==> config.mk <==
export PLATFORM = sky130hd
export DESIGN_NAME = uart_rx
export DESIGN_NICKNAME = d
export VERILOG_FILES = /design/src/rtl/uart_pkg.sv /design/src/rtl/sync_2ff.sv /design/src/rtl/uart_rx.sv
export SDC_FILE = /design/constraint.sdc
export NUM_CORES = 1
export LEC_CHECK = 0
export BUFFER_PORTS_ARGS = -buffer_cell sky130_fd_sc_hd__buf_2
export CORE_MARGIN = 5
export CORE_UTILIZATION = 40
export CTS_BUF_LIST = sky130_fd_sc_hd__clkbuf_16
export DETAILED_ROUTE_END_ITERATION = 7
export PLACE_DENSITY = 0.59
export SYNTH_ARGS = -nofsm -noshare
export SYNTH_HDL_FRONTEND = slang
export SYNTH_SLANG_ARGS = --single-unit
==> constraint.sdc <==
create_clock -name clk -period 5.6 [get_ports clk]
set_clock_uncertainty 0.15 [all_clocks]
set_input_delay 0.84 -clock clk [delete_from_list [all_inputs] [get_ports clk]]
set_output_delay 0.84 -clock clk [all_outputs]
set_load 0.02 [all_outputs]
==> src/rtl/uart_pkg.sv <==
// Shared UART definitions: receiver state encoding and default oversampling ratio.
package uart_pkg;

  localparam int OVERSAMPLE_DEFAULT = 16;

  typedef enum logic [2:0] {
    IDLE   = 3'd0,
    START  = 3'd1,
    DATA   = 3'd2,
    PARITY = 3'd3,
    STOP   = 3'd4
  } rx_state_t;

endpackage

==> src/rtl/sync_2ff.sv <==
// Two-flop synchronizer for the asynchronous serial line; resets to the idle-high level.
module sync_2ff (
  input  logic clk,
  input  logic reset,
  input  logic d_i,
  output logic q_o
);
  logic [1:0] sync_q;

  always_ff @(posedge clk) begin
    if (reset) sync_q <= 2'b11;
    else       sync_q <= {sync_q[0], d_i};
  end

  assign q_o = sync_q[1];
endmodule

==> src/rtl/uart_rx.sv <==
// Oversampling UART receiver: start, n data bits LSB first, one parity bit, one stop bit.
// Start bit is qualified at mid-bit; every later bit is sampled one full bit period on.
module uart_rx
  import uart_pkg::*;
#(
  parameter int   n                    = 8,
  parameter logic parity_type_even_odd = 1'b1,
  parameter int   OVERSAMPLE           = OVERSAMPLE_DEFAULT
) (
  input  logic         clk,
  input  logic         reset,
  input  logic         baud_tick,
  input  logic         Rx_in,
  output logic [n-1:0] data_out,
  output logic         data_valid,
  output logic         parity_err,
  output logic         frame_err,
  output logic         busy
);
  localparam int TW = $clog2(OVERSAMPLE);
  localparam int BW = $clog2(n);
  localparam logic [TW-1:0] TICK_MID  = TW'(OVERSAMPLE / 2 - 1);
  localparam logic [TW-1:0] TICK_LAST = TW'(OVERSAMPLE - 1);
  localparam logic [BW-1:0] BIT_LAST  = BW'(n - 1);

  logic rx_s;

  sync_2ff u_sync (
    .clk   (clk),
    .reset (reset),
    .d_i   (Rx_in),
    .q_o   (rx_s)
  );

  rx_state_t    state_q, state_d;
  logic [TW-1:0] tick_q, tick_d;
  logic [BW-1:0] bit_q, bit_d;
  logic [n-1:0]  shift_q, shift_d;
  logic          par_q, par_d;
  logic          rx_prev_q;
  logic [n-1:0]  data_out_q, data_out_d;
  logic          perr_q, perr_d;
  logic          ferr_q, ferr_d;
  logic          valid_q, valid_d;
  logic          exp_par;

  assign exp_par = (~parity_type_even_odd) ^ (^shift_q);

  always_comb begin
    state_d    = state_q;
    tick_d     = tick_q;
    bit_d      = bit_q;
    shift_d    = shift_q;
    par_d      = par_q;
    data_out_d = data_out_q;
    perr_d     = perr_q;
    ferr_d     = ferr_q;
    valid_d    = 1'b0;

    case (state_q)
      IDLE: begin
        if (rx_prev_q && !rx_s) begin
          tick_d  = '0;
          state_d = START;
        end
      end
      START: begin
        if (baud_tick) begin
          if (tick_q == TICK_MID) begin
            tick_d  = '0;
            bit_d   = '0;
            state_d = rx_s ? IDLE : DATA;
          end else begin
            tick_d = tick_q + 1'b1;
          end
        end
      end
      DATA: begin
        if (baud_tick) begin
          if (tick_q == TICK_LAST) begin
            tick_d         = '0;
            shift_d[bit_q] = rx_s;
            bit_d          = bit_q + 1'b1;
            if (bit_q == BIT_LAST) begin
              bit_d   = '0;
              state_d = PARITY;
            end
          end else begin
            tick_d = tick_q + 1'b1;
          end
        end
      end
      PARITY: begin
        if (baud_tick) begin
          if (tick_q == TICK_LAST) begin
            tick_d  = '0;
            par_d   = rx_s;
            state_d = STOP;
          end else begin
            tick_d = tick_q + 1'b1;
          end
        end
      end
      STOP: begin
        // Results are registered here so they appear together with the valid pulse.
        if (baud_tick) begin
          if (tick_q == TICK_LAST) begin
            tick_d     = '0;
            data_out_d = shift_q;
            perr_d     = (par_q != exp_par);
            ferr_d     = !rx_s;
            valid_d    = 1'b1;
            state_d    = IDLE;
          end else begin
            tick_d = tick_q + 1'b1;
          end
        end
      end
      default: state_d = IDLE;
    endcase
  end

  always_ff @(posedge clk) begin
    if (reset) begin
      state_q    <= IDLE;
      tick_q     <= '0;
      bit_q      <= '0;
      shift_q    <= '0;
      par_q      <= 1'b0;
      rx_prev_q  <= 1'b1;
      data_out_q <= '0;
      perr_q     <= 1'b0;
      ferr_q     <= 1'b0;
      valid_q    <= 1'b0;
    end else begin
      state_q    <= state_d;
      tick_q     <= tick_d;
      bit_q      <= bit_d;
      shift_q    <= shift_d;
      par_q      <= par_d;
      rx_prev_q  <= rx_s;
      data_out_q <= data_out_d;
      perr_q     <= perr_d;
      ferr_q     <= ferr_d;
      valid_q    <= valid_d;
    end
  end

  assign data_out   = data_out_q;
  assign data_valid = valid_q;
  assign parity_err = perr_q;
  assign frame_err  = ferr_q;
  assign busy       = (state_q != IDLE);
endmodule

# --- Word level (Yosys, flattened, before mapping) ---
# Cells that the tools add are included.
word_totals:
  ff_bits: 33
  inputBits: 4
  out_inout_bits: 12
  word_cells: 80
op_classes:
  addsub: 2
  order_cmp: 2
  eq_ne: 19
  muxes: 28
  bitwise_logic: 2
  reduce_logical: 16
ops:
  columns: ["operator", "count"]
  rows:
  - ["2-to-1 mux 3 bit", 15]
  - ["2-to-1 mux 4 bit", 5]
  - ["inequality test 2 bit, second input constant", 10]
  - ["one-hot mux 3 bit (5 select lines)", 1]
  - ["one-hot mux 4 bit (3 select lines)", 1]
  - ["AND reduction 10 bit", 1]
  - ["AND reduction 3 bit", 3]
  - ["bitwise mux 8 bit", 1]
  - ["XOR reduction 8 bit", 1]
  - ["equality test 3 x 2 -> 1 bit, second input constant", 2]
  - ["equality test 3 bit, second input constant", 2]
  - ["one-hot mux 3 bit (2 select lines)", 1]
  - ["nonzero test 3 bit", 2]
  - ["OR reduction 3 bit", 2]
  - ["AND reduction 5 bit", 1]
  - ["adder 4 x 1 -> 4 bit, second input constant", 1]
  - ["equality test 4 x 3 -> 1 bit, second input constant", 1]
  - ["equality test 4 bit, second input constant", 1]
  - ["less-than comparator 3 x 4 -> 1 bit, second input constant", 1]
  - ["AND reduction 4 bit", 1]
  - ["adder 3 x 1 -> 3 bit, second input constant", 1]
  - ["demux 1 bit (select 3 bit)", 1]
  - ["equality test 3 x 1 -> 1 bit, second input constant", 1]
  - [">= comparator 3 x 1 -> 1 bit, second input constant", 1]
  - ["9 further kinds", 12]

# --- Longest topological paths before layout ---
# Gate-level depths: netlist of the first run.
depth:
  depth_word: 5
  ltp_mapped: 8
  ltp_nobuf: 7

# --- By module ---
# Synthesis of the first run repeated with hierarchy kept, for this count alone.
hier_totals:
  hier_cells: 185
  hier_area_um2: 1606.5
by_module_without_submodules:
  columns: ["module", "n_inst", "cells_each", "area_per_inst_um2"]
  rows:
  - ["uart_rx", 1, 181, 1554.0]
  - ["sync_2ff", 1, 4, 52.6]

# --- Worst setup path after synthesis of the first run ---
# Ideal clock, no wire load.
synth_timing:
  path_kind: "input -> register"
  start: "input baud_tick"
  end: "register shift_q[4]"
  setup_time_ps: 128
  t_arrival_ps: 1872
  required_time_ps: 5322
  slack_ps: 3451
  stages: 6
  path_cell_list: "and4_1 clkbuf_1 nand3b_1 nor3b_1 mux2i_1 nor2_1"
synth_between:
  elab_chain_len: 1
synth_rtl:
  columns: ["element", "line", "rtl"]
  rows:
  - ["start: declaration", "uart_rx.sv:12", "input logic baud_tick,"]
  - ["AND reduction 3 bit (no line)", null, null]
  - ["end signal: assignment", "uart_rx.sv:139", "shift_q <= shift_d;"]
  - ["end: declaration", "uart_rx.sv:38", "logic [n-1:0] shift_q, shift_d;"]
# No other way between the ends.
# A chain may end at the register's enable or synchronous reset.

# --- Worst setup path in the final report of the first run ---
layout_timing:
  start: "register state_q[1]"
  end: "output busy"
layout_between:
  elab_chain_len: 1
layout_rtl:
  columns: ["element", "line", "rtl"]
  rows:
  - ["start: declaration", "uart_rx.sv:35", "rx_state_t state_q, state_d;"]
  - ["start signal: assignment", "uart_rx.sv:136", "state_q <= state_d;"]
  - ["nonzero test 3 bit", "uart_rx.sv:153", "assign busy = (state_q != IDLE);"]
  - ["end: declaration", "uart_rx.sv:18", "output logic busy"]
# No other way between the ends.

==> results of run 1 <==
==> cell families (layout without fill, tap and decap cells) <==
| kind of cell | count (synthesis) | after routing | synth area share, % |
|---|---|---|---|
| compound gates | 27 | 27 | 10.49 |
| xor+xnor | 9 | 9 | 5.925 |
| buf+inv | 16 | 25 | 4.163 |
| fa+ha+maj | 3 | 3 | 2.402 |
| simple gates | 71 | 71 | 23.86 |
| mux | 17 | 17 | 10.89 |
| flops | 33 | 33 | 42.27 |
==> metal layers <==
| layer | up-vias | global-route usage [%] | routed length (microns) |
|---|---|---|---|
| met5 | - | 0 | 0 |
| met4 | 0 | 5.533 | 55 |
| met3 | 8 | 4.294 | 138 |
| met2 | 25 | 20.63 | 1387 |
| met1 | 575 | 16.00 | 1349 |
| li1 | 634 | - | - |
==> through the flow <==
step                      setup slack, ps  cells  hold WS [ps]  power, mW
final                                3305    233         257.2     0.4982
after CTS                            3285    233         261.0     0.5074
after global routing                 3119    233         270.7     0.5207
after detailed placement             3016    226         249.2     0.2592
after floorplan                      3451    176         239.5     0.2558
after global placement               3093    226         244.7     0.2588
==> cell usage in the layout, fill, tap and decap left out, types with 2 or more instances in the layout <==
cell type and n:
buf_2 15, nand3_1 6, and3_1 3, clkbuf_16 5, or3_1 2, mux2i_1 17
nand2_1 4, xnor2_1 6, dfxtp_1 33, ha_1 3, nand2b_1 2, or2_2 3
inv_1 4, nor3b_1 6, o21ai_0 5, nand3b_1 3, a21oi_1 12, and2_1 3
xor2_1 2, nor3_1 4, nor2_1 29
==> final timing paths <==
check	from	endpoint	slack (ps)	cells past startpoint
worst min-delay path	u_sync.sync_q[0]	u_sync.sync_q[1]	260	1
worst min register to register	u_sync.sync_q[0]	u_sync.sync_q[1]	260	1
worst max-delay path	state_q[1]	busy	3300	2
worst max register to register	tick_q[0]	data_out[4]	3350	5
==> power by group through the flow <==
stage / clock (mW) / sequential [mW] / combinational (mW)
2_1_floorplan: 0 / 0.243 / 0.0129
5_1_grt: 0.264 / 0.240 / 0.0160
4_1_cts: 0.253 / 0.240 / 0.0143
3_3_place_gp: 0 / 0.245 / 0.0139
6_report: 0.244 / 0.240 / 0.0140
3_5_place_dp: 0 / 0.245 / 0.0142
==> worst max-delay path, stage by stage (launching register included) <==
cell and delay [ps]:
dfxtp_1 440, or3_1 420, buf_2 170
==> state kept, by name (all words and copies together), names as in the netlist <==
signal	flops
bit_q	3
data_out	8
data_valid	1
frame_err	1
par_q	1
parity_err	1
rx_prev_q	1
shift_q	8
state_q	3
tick_q	4
u_sync.sync_q	2
==> cell type report <==
type	count	area [sq um]	area share, %
Multi-Input combinational cell	127	837.1	47.11
Sequential cell	33	660.6	37.18
Clock buffer	5	125.1	7.042
Timing Repair Buffer	15	75.07	4.225
Tap cell	48	60.06	3.380
Inverter	3	11.26	0.6338
Clock inverter	2	7.507	0.4225
==> impl_results.md, run 1 <==
* Synth async-reset ratio at 0%
* Share of cells above drive strength 1 at 12.97%
* Combinational group share of total power at 2.8%
* Slew Limit Fails at 0
* NetSw at 0.09749 mW
* DIE AREA at 5257 sq um
* Syn nets at 183
* Clock buffer depth at 2
* Final Setup Violations at 0
* Drt pass-1 iters at 4
* Die width at 72.51 microns
* CTS Buf Count at 5
* Synth top area share at 42.27%
* Max-slew headroom at 53.05%
* DPL Wire Length at 2.039 mm
* Pin count of the biggest net entering global routing at 35
* Synthesized area at 1563 sq um
* Cell row count at 22
* Crit path required time at 4610 ps
* DRC violations left at 0
* Critical path class: reg -> out
* Nets at 192
* Setup TNS at 0 ps
* Yosys warns at 0
* Post-CTS sizing at 0
* FILL cells at 381
* Synthesized netlist cell count at 176
* Switch share at 19.57%
* Grt total ovfl at 0
* Worst Setup End Kind: output pin
* Synth top cells by count: 33 x dfxtp_1, 29 x nor2_1, 17 x mux2i_1, 12 x a21oi_1, 9 x clkbuf_1
* Clock-pin slew on the worst setup and hold paths at 50 ps
* Avg WL per Cell at 12.57 microns
* Synthesized area per cell at 8.879 sq um
* Clk_lat worst skew at 270 ps
* Initial antenna violation count at 0
* Routed vias at 1242
* DRT Wirelength at 2.929 mm
* Internal Power at 0.4007 mW
* Status: finished, final reports clean
* Commonest register cell after synthesis: dfxtp_1
* Starting density of the core at 42.05%
* Max Cap Violations at 0
* Min-delay worst type: reg -> reg
* Register share of total power at 48.2%
* Fmax at 435.6 MHz
* Post-Layout Inst Area at 1777 sq um
* Starting DRT DRC Count at 87
* Gpl congestion at 0.8205
* EDFF count, synth at 0
* Tot GR Track Use at 12.96%
* First-pass GRT wire length at 5.313 mm
* Final core occ at 47.81%
* Vias in the first global route at 1191
* Ports at 16
* Yosys cell types at 39
* Root buf cell: clkbuf_16
* Synth top area cells: dfxtp_1 42%, mux2i_1 11%, nor2_1 7.0%
* Worst-Margin Slew at 702.3 ps
* Clk pwr share at 48.9%
* Worst vdd ir at 0.1336 mV
* CP startpoint kind: register
* Power Density at 280.4 nW/um^2
* # clock sinks at 33
* TritonCTS clock tree: done
* Vias/cell at 5.330
* Leakage at 0.7907 nW
* CTS Hold Bufs at 0
* Htree depth at 2
* IO Port Bufs at 15
* Chip height at 72.51 microns
* Antenna Nets Post-Route at 0
* Area Overhead vs Synth at 13.69%
* Floorplan core area at 3716 sq um
* Number of synthesized register bits at 33
* Post-synth top area cell: dfxtp_1
* Post-layout min period at 2295 ps
* Placed cell areas at 1644 sq um
* Count leader, synth: dfxtp_1
* Setup Fix Bufs, Post-CTS at 0
* Post-synthesis sequential area ratio at 42.27%
* Critical Path Fanout Max at 16
* RSZ-0062 raised after global routing: no
* Arr. time, crit path at 1310 ps
* Final period util at 40.99%
* Fin. Hold Viols at 0
* Inserted Diodes at 0
Power figures use the tool's default switching activity.
==> run 2, diff against run 1 <==
--- a/config.mk
+++ b/config.mk
@@ -5,12 +5,13 @@
 export SDC_FILE = /design/constraint.sdc
 export NUM_CORES = 1
 export LEC_CHECK = 0
+export ABC_AREA = 1
 export BUFFER_PORTS_ARGS = -buffer_cell sky130_fd_sc_hd__buf_2
 export CORE_MARGIN = 5
 export CORE_UTILIZATION = 40
 export CTS_BUF_LIST = sky130_fd_sc_hd__clkbuf_16
 export DETAILED_ROUTE_END_ITERATION = 7
-export PLACE_DENSITY = 0.59
+export PLACE_DENSITY = 0.61
 export SYNTH_ARGS = -nofsm -noshare
 export SYNTH_HDL_FRONTEND = slang
 export SYNTH_SLANG_ARGS = --single-unit
==> constraint.sdc (replaced) <==
create_clock -name clk -period 2.1 [get_ports clk]
set_clock_uncertainty 0.15 [all_clocks]
set_input_delay 0.315 -clock clk [delete_from_list [all_inputs] [get_ports clk]]
set_output_delay 0.315 -clock clk [all_outputs]
set_load 0.02 [all_outputs]
==> run 2 against run 1 <==
  * Setup slack got worse by 2900 ps
  * Largest cell class unchanged
  * Flip-flop and latch count did not move
  * Clock power grew to 3.8 times the previous value
  * Combinational power increased to 38 times the previous value
  * Via count is 18% higher
  * Utilization grew 1.3 points
  * Critical path depth rose by 7
  * Critical endpoint is now data_out[7]
  * Power rose to 4.4 times the previous value
  * Cell area rose by 9.8%
  * Final cell count is 33% higher
==> impl_results.md, run 2 <==
* Status: finished, final reports clean
* Yosys warns at 0 (unchanged)
* Cell count of the worst hold path at 2 (+1)
* Post-layout min period at 1654 ps
* Chip height at 73.75 microns (+1.7%)
* Floorplan core area at 3971 sq um (+6.9%)
* CTS Hold Bufs at 0 (unchanged)
* Avg WL per Cell at 10.44 microns (-17%)
* Synthesized area per cell at 6.772 sq um (-24%)
* Crit path required time at 2120 ps (-2490 ps)
* Ports at 16 (unchanged)
* Worst vdd ir at 0.6021 mV (+350%)
* First-pass GRT wire length at 5.878 mm (+11%)
* Reg area at 660.6 sq um (unchanged)
* Yosys cell types at 25 (-36%)
* Grt met2 use at 22.15% (+1.5 points)
* Grt total ovfl at 0 (unchanged)
* Met1 GRT Util at 17.95% (+1.9 points)
* CTS Buf Count at 5 (unchanged)
* Post-synth top area cell: dfxtp_1
* Max-slew headroom at 79.59% (+27 points)
* FILL cells at 390 (+2.4%)
* Nets at 266 (+39%)
* Number of synthesized register bits at 33 (unchanged)
* DRC violations left at 0 (unchanged)
* DPL Wire Length at 2.442 mm (+20%)
* Critical Path Fanout Max at 20 (+4)
* Commonest non-fill, non-tap cell in the layout: nand2_1
* Most frequent cells in the layout: 61 x nand2_1, 35 x nor2_1, 33 x dfxtp_1
* Routed vias at 1462 (+18%)
* Starting density of the core at 40.93% (-1.1 points)
* Clock-pin slew on the worst setup and hold paths at 50 ps (about the same)
* Post-Layout Inst Area at 1951 sq um (+9.8%)
* Arr. time, crit path at 1670 ps (+360 ps)
* Synthesized area at 1625 sq um (+4.0%)
* Final period util at 78.77%
* RSZ-0062 raised after global routing: no
* Pin count of the biggest net entering global routing at 21 (-40%)
* Fmax at 604.5 MHz
* Commonest register cell after synthesis: dfxtp_1
* Critical path class: reg -> reg
* Worst Setup End Kind: register
* Power Density at 1136 nW/um^2 (+310%)
* Count leader, synth: nand2_1
* Clk_lat worst skew at 270 ps (about the same)
* Antenna Nets Post-Route at 0 (unchanged)
* Cell row count at 23 (+4.5%)
* Initial antenna violation count at 0 (unchanged)
* # clock sinks at 33 (unchanged)
* Synth top cells by count: 61 x nand2_1, 35 x nor2_1, 33 x dfxtp_1, 27 x inv_1, 17 x o21ai_0
* Leakage at 0.8887 nW (+12%)
* Final Setup Violations at 0 (unchanged)
* Syn nets at 247 (+35%)
* Die width at 73.75 microns (+1.7%)
* CP startpoint kind: register
* Clock buffer depth at 2 (unchanged)
* R2R cell count at 9 (+4)
* Starting DRT DRC Count at 79 (-9.2%)
* Post-synthesis sequential area ratio at 40.65% (-1.6 points)
* Htree depth at 2 (unchanged)
* GRT Max-Usage Layer: met2
* Tot GR Track Use at 13.88% (+0.92 points)
* Gpl congestion at 0.8403 (+2.4%)
* Drt pass-1 iters at 4 (unchanged)
* DRT Wirelength at 3.236 mm (+10%)
* Area Overhead vs Synth at 20.02%
* Max Cap Violations at 0 (unchanged)
* Min-delay worst type: in -> reg
* DIE AREA at 5438 sq um (+3.4%)
* Setup Fix Bufs, Post-CTS at 0 (unchanged)
* Vias in the first global route at 1352 (+14%)
* Inserted Diodes at 0 (unchanged)
* Multi-input gate area at 827.0 sq um (-1.2%)
* Share of cells above drive strength 1 at 16.92% (+4.0 points)
* Vias/cell at 4.716 (-12%)
* Setup TNS at 0 ps (unchanged)
* EDFF count, synth at 0 (unchanged)
* IO Port Bufs at 15 (unchanged)
* Post-CTS sizing at 0 (unchanged)
* GR Util met3 at 4.104% (-0.19 points)
* Root buf cell: clkbuf_16
* Fin. Hold Viols at 0 (unchanged)
* Synth top area share at 40.65% (-1.6 points)
* Slew Limit Fails at 0 (unchanged)
* Synth top area cells: dfxtp_1 41%, nand2_1 14%, nor2_1 8.1%
* Final core occ at 49.12% (+1.3 points)
* Synthesized netlist cell count at 240 (+36%)
* TritonCTS clock tree: done
* Worst-Margin Slew at 305.8 ps (-396.5 ps)
* Placed cell areas at 1760 sq um (+7.1%)
* Synth async-reset ratio at 0% (unchanged)
## run 2: cell count changes in the layout (fill, tap and decap cells not counted), sizes merged, moves of 3 or more
| cell | change |
|---|---|
| and2 | -3 |
| and3 | -3 |
| buf | +3 |
| inv | +26 |
| mux2i | -17 |
| nand2 | +60 |
| nand3 | +6 |
| nor2 | +12 |
| nor3b | -6 |
| o21ai | +14 |
| xnor2 | -4 |
## run 2: path summary, 6_finish.rpt
| path | startpoint | to | slack [ps] |
|---|---|---|---|
| worst min-delay path | Rx_in | u_sync.sync_q[0] | 70 |
| worst max register to register | tick_q[0] | data_out[7] | 450 |
| worst min register to register | u_sync.sync_q[0] | u_sync.sync_q[1] | 260 |
| worst max-delay path | tick_q[0] | data_out[7] | 450 |
## run 2: critical path: stages, from the launching register on
cell and delay, ps:
dfxtp_1 360, ha_1 220, nand2_2 100, nor2_2 100, nand2_1 100, nor2_1 100
buf_4 220, inv_1 70, nor2_1 80, nor2_1 50
## run 2: metrics by stage
stage,power (mW),setup slack (ps),std cells,hold WS (ps)
2_1_floorplan,1.178,596.5,240,239.5
3_3_place_gp,1.288,483.4,302,240.5
3_5_place_dp,1.289,432.5,302,248.8
4_1_cts,2.241,434.2,310,67.89
5_1_grt,2.355,255.7,310,86.68
6_report,2.216,445.9,310,74.04
## run 2: cell families after synthesis
| group | share of synthesized area [%] |
|---|---|
| AOI/OAI and AO/OA | 11.62 |
| DFF | 40.65 |
| xor gates and xnor gates | 2.156 |
| buffers and inverters | 8.468 |
| and+or+nand+nor | 34.80 |
| adders and majority gates | 2.310 |
## run 2: power by group
group,total (mW),internal (mW),switching [mW]
registers,0.751,0.679,0.0717
clock network,0.937,0.677,0.260
logic,0.528,0.187,0.341
## run 2: layer usage
metal | part of all wire, % | vias to the layer above
met5 | 0 | -
met4 | 1.3 | 0
met3 | 4.6 | 5
met2 | 45 | 22
met1 | 49 | 640
li1 | - | 795
## run 2: final cells by class
type	instances	area share (%)
Sequential cell	33	33.87
Inverter	30	5.773
Clock buffer	5	6.414
Multi-Input combinational cell	171	42.40
Clock inverter	3	3.335
Tap cell	50	3.207
Timing Repair Buffer	18	5.003
==> run 3, diff against run 2 <==
--- a/config.mk
+++ b/config.mk
@@ -5,7 +5,7 @@
 export SDC_FILE = /design/constraint.sdc
 export NUM_CORES = 1
 export LEC_CHECK = 0
-export ABC_AREA = 1
+export ABC_AREA = 0
 export BUFFER_PORTS_ARGS = -buffer_cell sky130_fd_sc_hd__buf_2
 export CORE_MARGIN = 5
 export CORE_UTILIZATION = 40
==> constraint.sdc (replaced) <==
create_clock -name clk -period 1.3 [get_ports clk]
set_clock_uncertainty 0.15 [all_clocks]
set_input_delay 0.195 -clock clk [delete_from_list [all_inputs] [get_ports clk]]
set_output_delay 0.195 -clock clk [all_outputs]
set_load 0.02 [all_outputs]
==> run 3 against run 2 <==
  * The flow now finishes with violations (negative setup slack)
  * Combinational power decreased by 70%
  * Wire length increased by 31%
  * Hold slack improved by 68 ps
  * Via count up 2.1%
  * Sequential power increased by 37%
  * First-iteration DRC count is 27% higher
  * Die area shrank 3.3%
  * Critical path type unchanged
  * Critical endpoint is now tick_q[2]
==> impl_results.md, run 3 (synthesized netlist as in run 1, its figures left out) <==
* Status: complete, but fails checks
* Failing checks: negative setup slack
* Nets at 241 (-9.4%)
* Multi-input gate area at 1040 sq um (+26%)
* Max-slew headroom at 77.68% (-1.9 points)
* Fmax at 540.8 MHz (-11%)
* IO Port Bufs at 15 (unchanged)
* Power Density at 930.3 nW/um^2 (-18%)
* Vias in the first global route at 1560 (+15%)
* Slew Limit Fails at 0 (unchanged)
* Root buf cell: clkbuf_16
* Min-delay worst type: in -> reg
* Share of cells above drive strength 1 at 47.66% (+31 points)
* Total Power at 2.283 mW (+3.0%)
* Worst vdd ir at 0.7381 mV (+23%)
* Commonest non-fill, non-tap cell in the layout: buf_4
* Avg WL per Cell at 14.93 microns (+43%)
* Gpl congestion at 0.8106 (-3.5%)
* Final core occ at 66.03% (+17 points)
* DIE AREA at 5257 sq um (-3.3%)
* FILL cells at 295 (-24%)
* Max Cap Violations at 0 (unchanged)
* Final Setup Violations at 31 (+31)
* Starting density of the core at 42.05% (+1.1 points)
* Critical-path cell list: buf_6 -> buf_12 -> buf_6 -> o211ai_1 -> and2_4 -> or4b_1 -> a21oi_1
* Crit path buf inv count at 3 (+1)
* Inserted Diodes at 0 (unchanged)
* Final period util at 142.2% (+63 points)
* Ports at 16 (unchanged)
* Starting DRT DRC Count at 100 (+27%)
* Reg area at 674.4 sq um (+2.1%)
* CP startpoint kind: register
* Placed cell areas at 2007 sq um (+14%)
* Worst-path cell with the longest stage delay: or4b_1
* Vias/cell at 5.272 (+12%)
* Area Overhead vs Synth at 57.01%
* DRC violations left at 0 (unchanged)
* Critical path class: reg -> reg
* Cell family with most CP delay: simple AND/OR/NAND/NOR gates
* Clock buffer depth at 2 (unchanged)
* CP peak stage delay at 520 ps (+160 ps)
* TritonCTS clock tree: done
* Pin count of the biggest net entering global routing at 34 (+62%)
* Cell mode on critical path: buf_6
* Critical Path Fanout Max at 4 (-80%)
* Grt total ovfl at 0 (unchanged)
* CTS Buf Count at 5 (unchanged)
* Clk_lat worst skew at 270 ps (about the same)
* DRT Wirelength at 4.224 mm (+31%)
* DPL Wire Length at 2.647 mm (+8.4%)
* Die width at 72.51 microns (-1.7%)
* Initial antenna violation count at 0 (unchanged)
* Worst-Margin Slew at 334.0 ps (+28.19 ps)
* Pre-CTS setup slack at -490.6 ps (-923.1 ps)
* PnR worst setup slack at -549.0 ps (-994.9 ps)
* First-pass GRT wire length at 7.176 mm (+22%)
* Clock-pin slew on the worst setup and hold paths at 50 ps (about the same)
* Most frequent cells in the layout: 34 x buf_4, 26 x nor2_1, 26 x dfxtp_1
* RSZ-0062 raised after global routing: yes
* Htree depth at 2 (unchanged)
* Leakage at 1.082 nW (+22%)
* Post-Layout Inst Area at 2454 sq um (+26%)
* Routed vias at 1492 (+2.1%)
* Arr. time, crit path at 1900 ps (+230 ps)
* Post-layout min period at 1849 ps (+194.9 ps)
* Tot GR Track Use at 17.69% (+3.8 points)
* Floorplan core area at 3716 sq um (-6.4%)
* Cell row count at 22 (-4.3%)
* Drt pass-1 iters at 4 (unchanged)
* Worst Setup End Kind: register
* # clock sinks at 33 (unchanged)
* Fin. Hold Viols at 0 (unchanged)
* Antenna Nets Post-Route at 0 (unchanged)
* Chip height at 72.51 microns (-1.7%)
* Crit path required time at 1350 ps (-770 ps)
* Setup TNS at -10690 ps (-10690 ps)
-- run 3: cell count changes in the layout (fill, tap and decap cells not counted), sizes merged, moves of 4 or more --
cell | previous run | this run
buf | 18 | 63
xnor2 | 2 | 6
nor2 | 41 | 29
nand3 | 12 | 6
nor3b | 0 | 6
inv | 30 | 4
mux2i | 0 | 17
nand2 | 64 | 4
o21ai | 20 | 6
-- run 3: layer usage --
layer  global-route usage (%)  routed length, microns  vias to the layer above
met3                    5.263                     235                       10
met1                    19.76                    1671                      701
li1                         -                       -                      733
met2                    29.83                    2216                       48
met4                    10.04                     100                        0
met5                        0                       0                        -
-- run 3: where the power goes --
| part | internal [mW] | switching (mW) |
|---|---|---|
| clock network | 0.694 | 0.404 |
| registers | 1.02 | 0.00907 |
| logic | 0.0827 | 0.0743 |
| total | 1.80 | 0.488 |
-- run 3: what timing repair did --
action,CTS,global route
cloned,1,0
buffers inserted,8,6
hold buffers,1,0
endpoints found under the setup margin,31,31
hold endpoints to repair,1,0
gates resized for setup,47,10
pin swaps,29,20
-- run 3: path summary, 6_finish.rpt --
check / startpoint / cells past startpoint / slack, ps / endpoint
max: state_q[1] / 7 / -550 / tick_q[2]
min reg2reg: u_sync.sync_q[0] / 1 / 270 / u_sync.sync_q[1]
max reg2reg: state_q[1] / 7 / -550 / tick_q[2]
min: reset / 3 / 140 / state_q[0]
-- run 3: area by class of cell --
cell class                 count  area share [%]
clock buffer                   5           5.099
clock inverter                 3          0.5609
inverter                       3          0.4590
multi-input combinational    127           42.38
sequential                    33           27.49
tap                           48           2.448
timing repair buffer          64           21.57
-- run 3: stage by stage --
stage | hold slack [ps] | instances
global route | 155.6 | 283
detailed placement | 236.7 | 263
finish | 142.2 | 283
floorplan | 148.8 | 176
global placement | 230.3 | 263
CTS | 102.3 | 279
-- run 3: tightest hold or removal path, cell delays in order --
cell	delay [ps]
buf_2	140
or4_1	130
o41ai_1	60
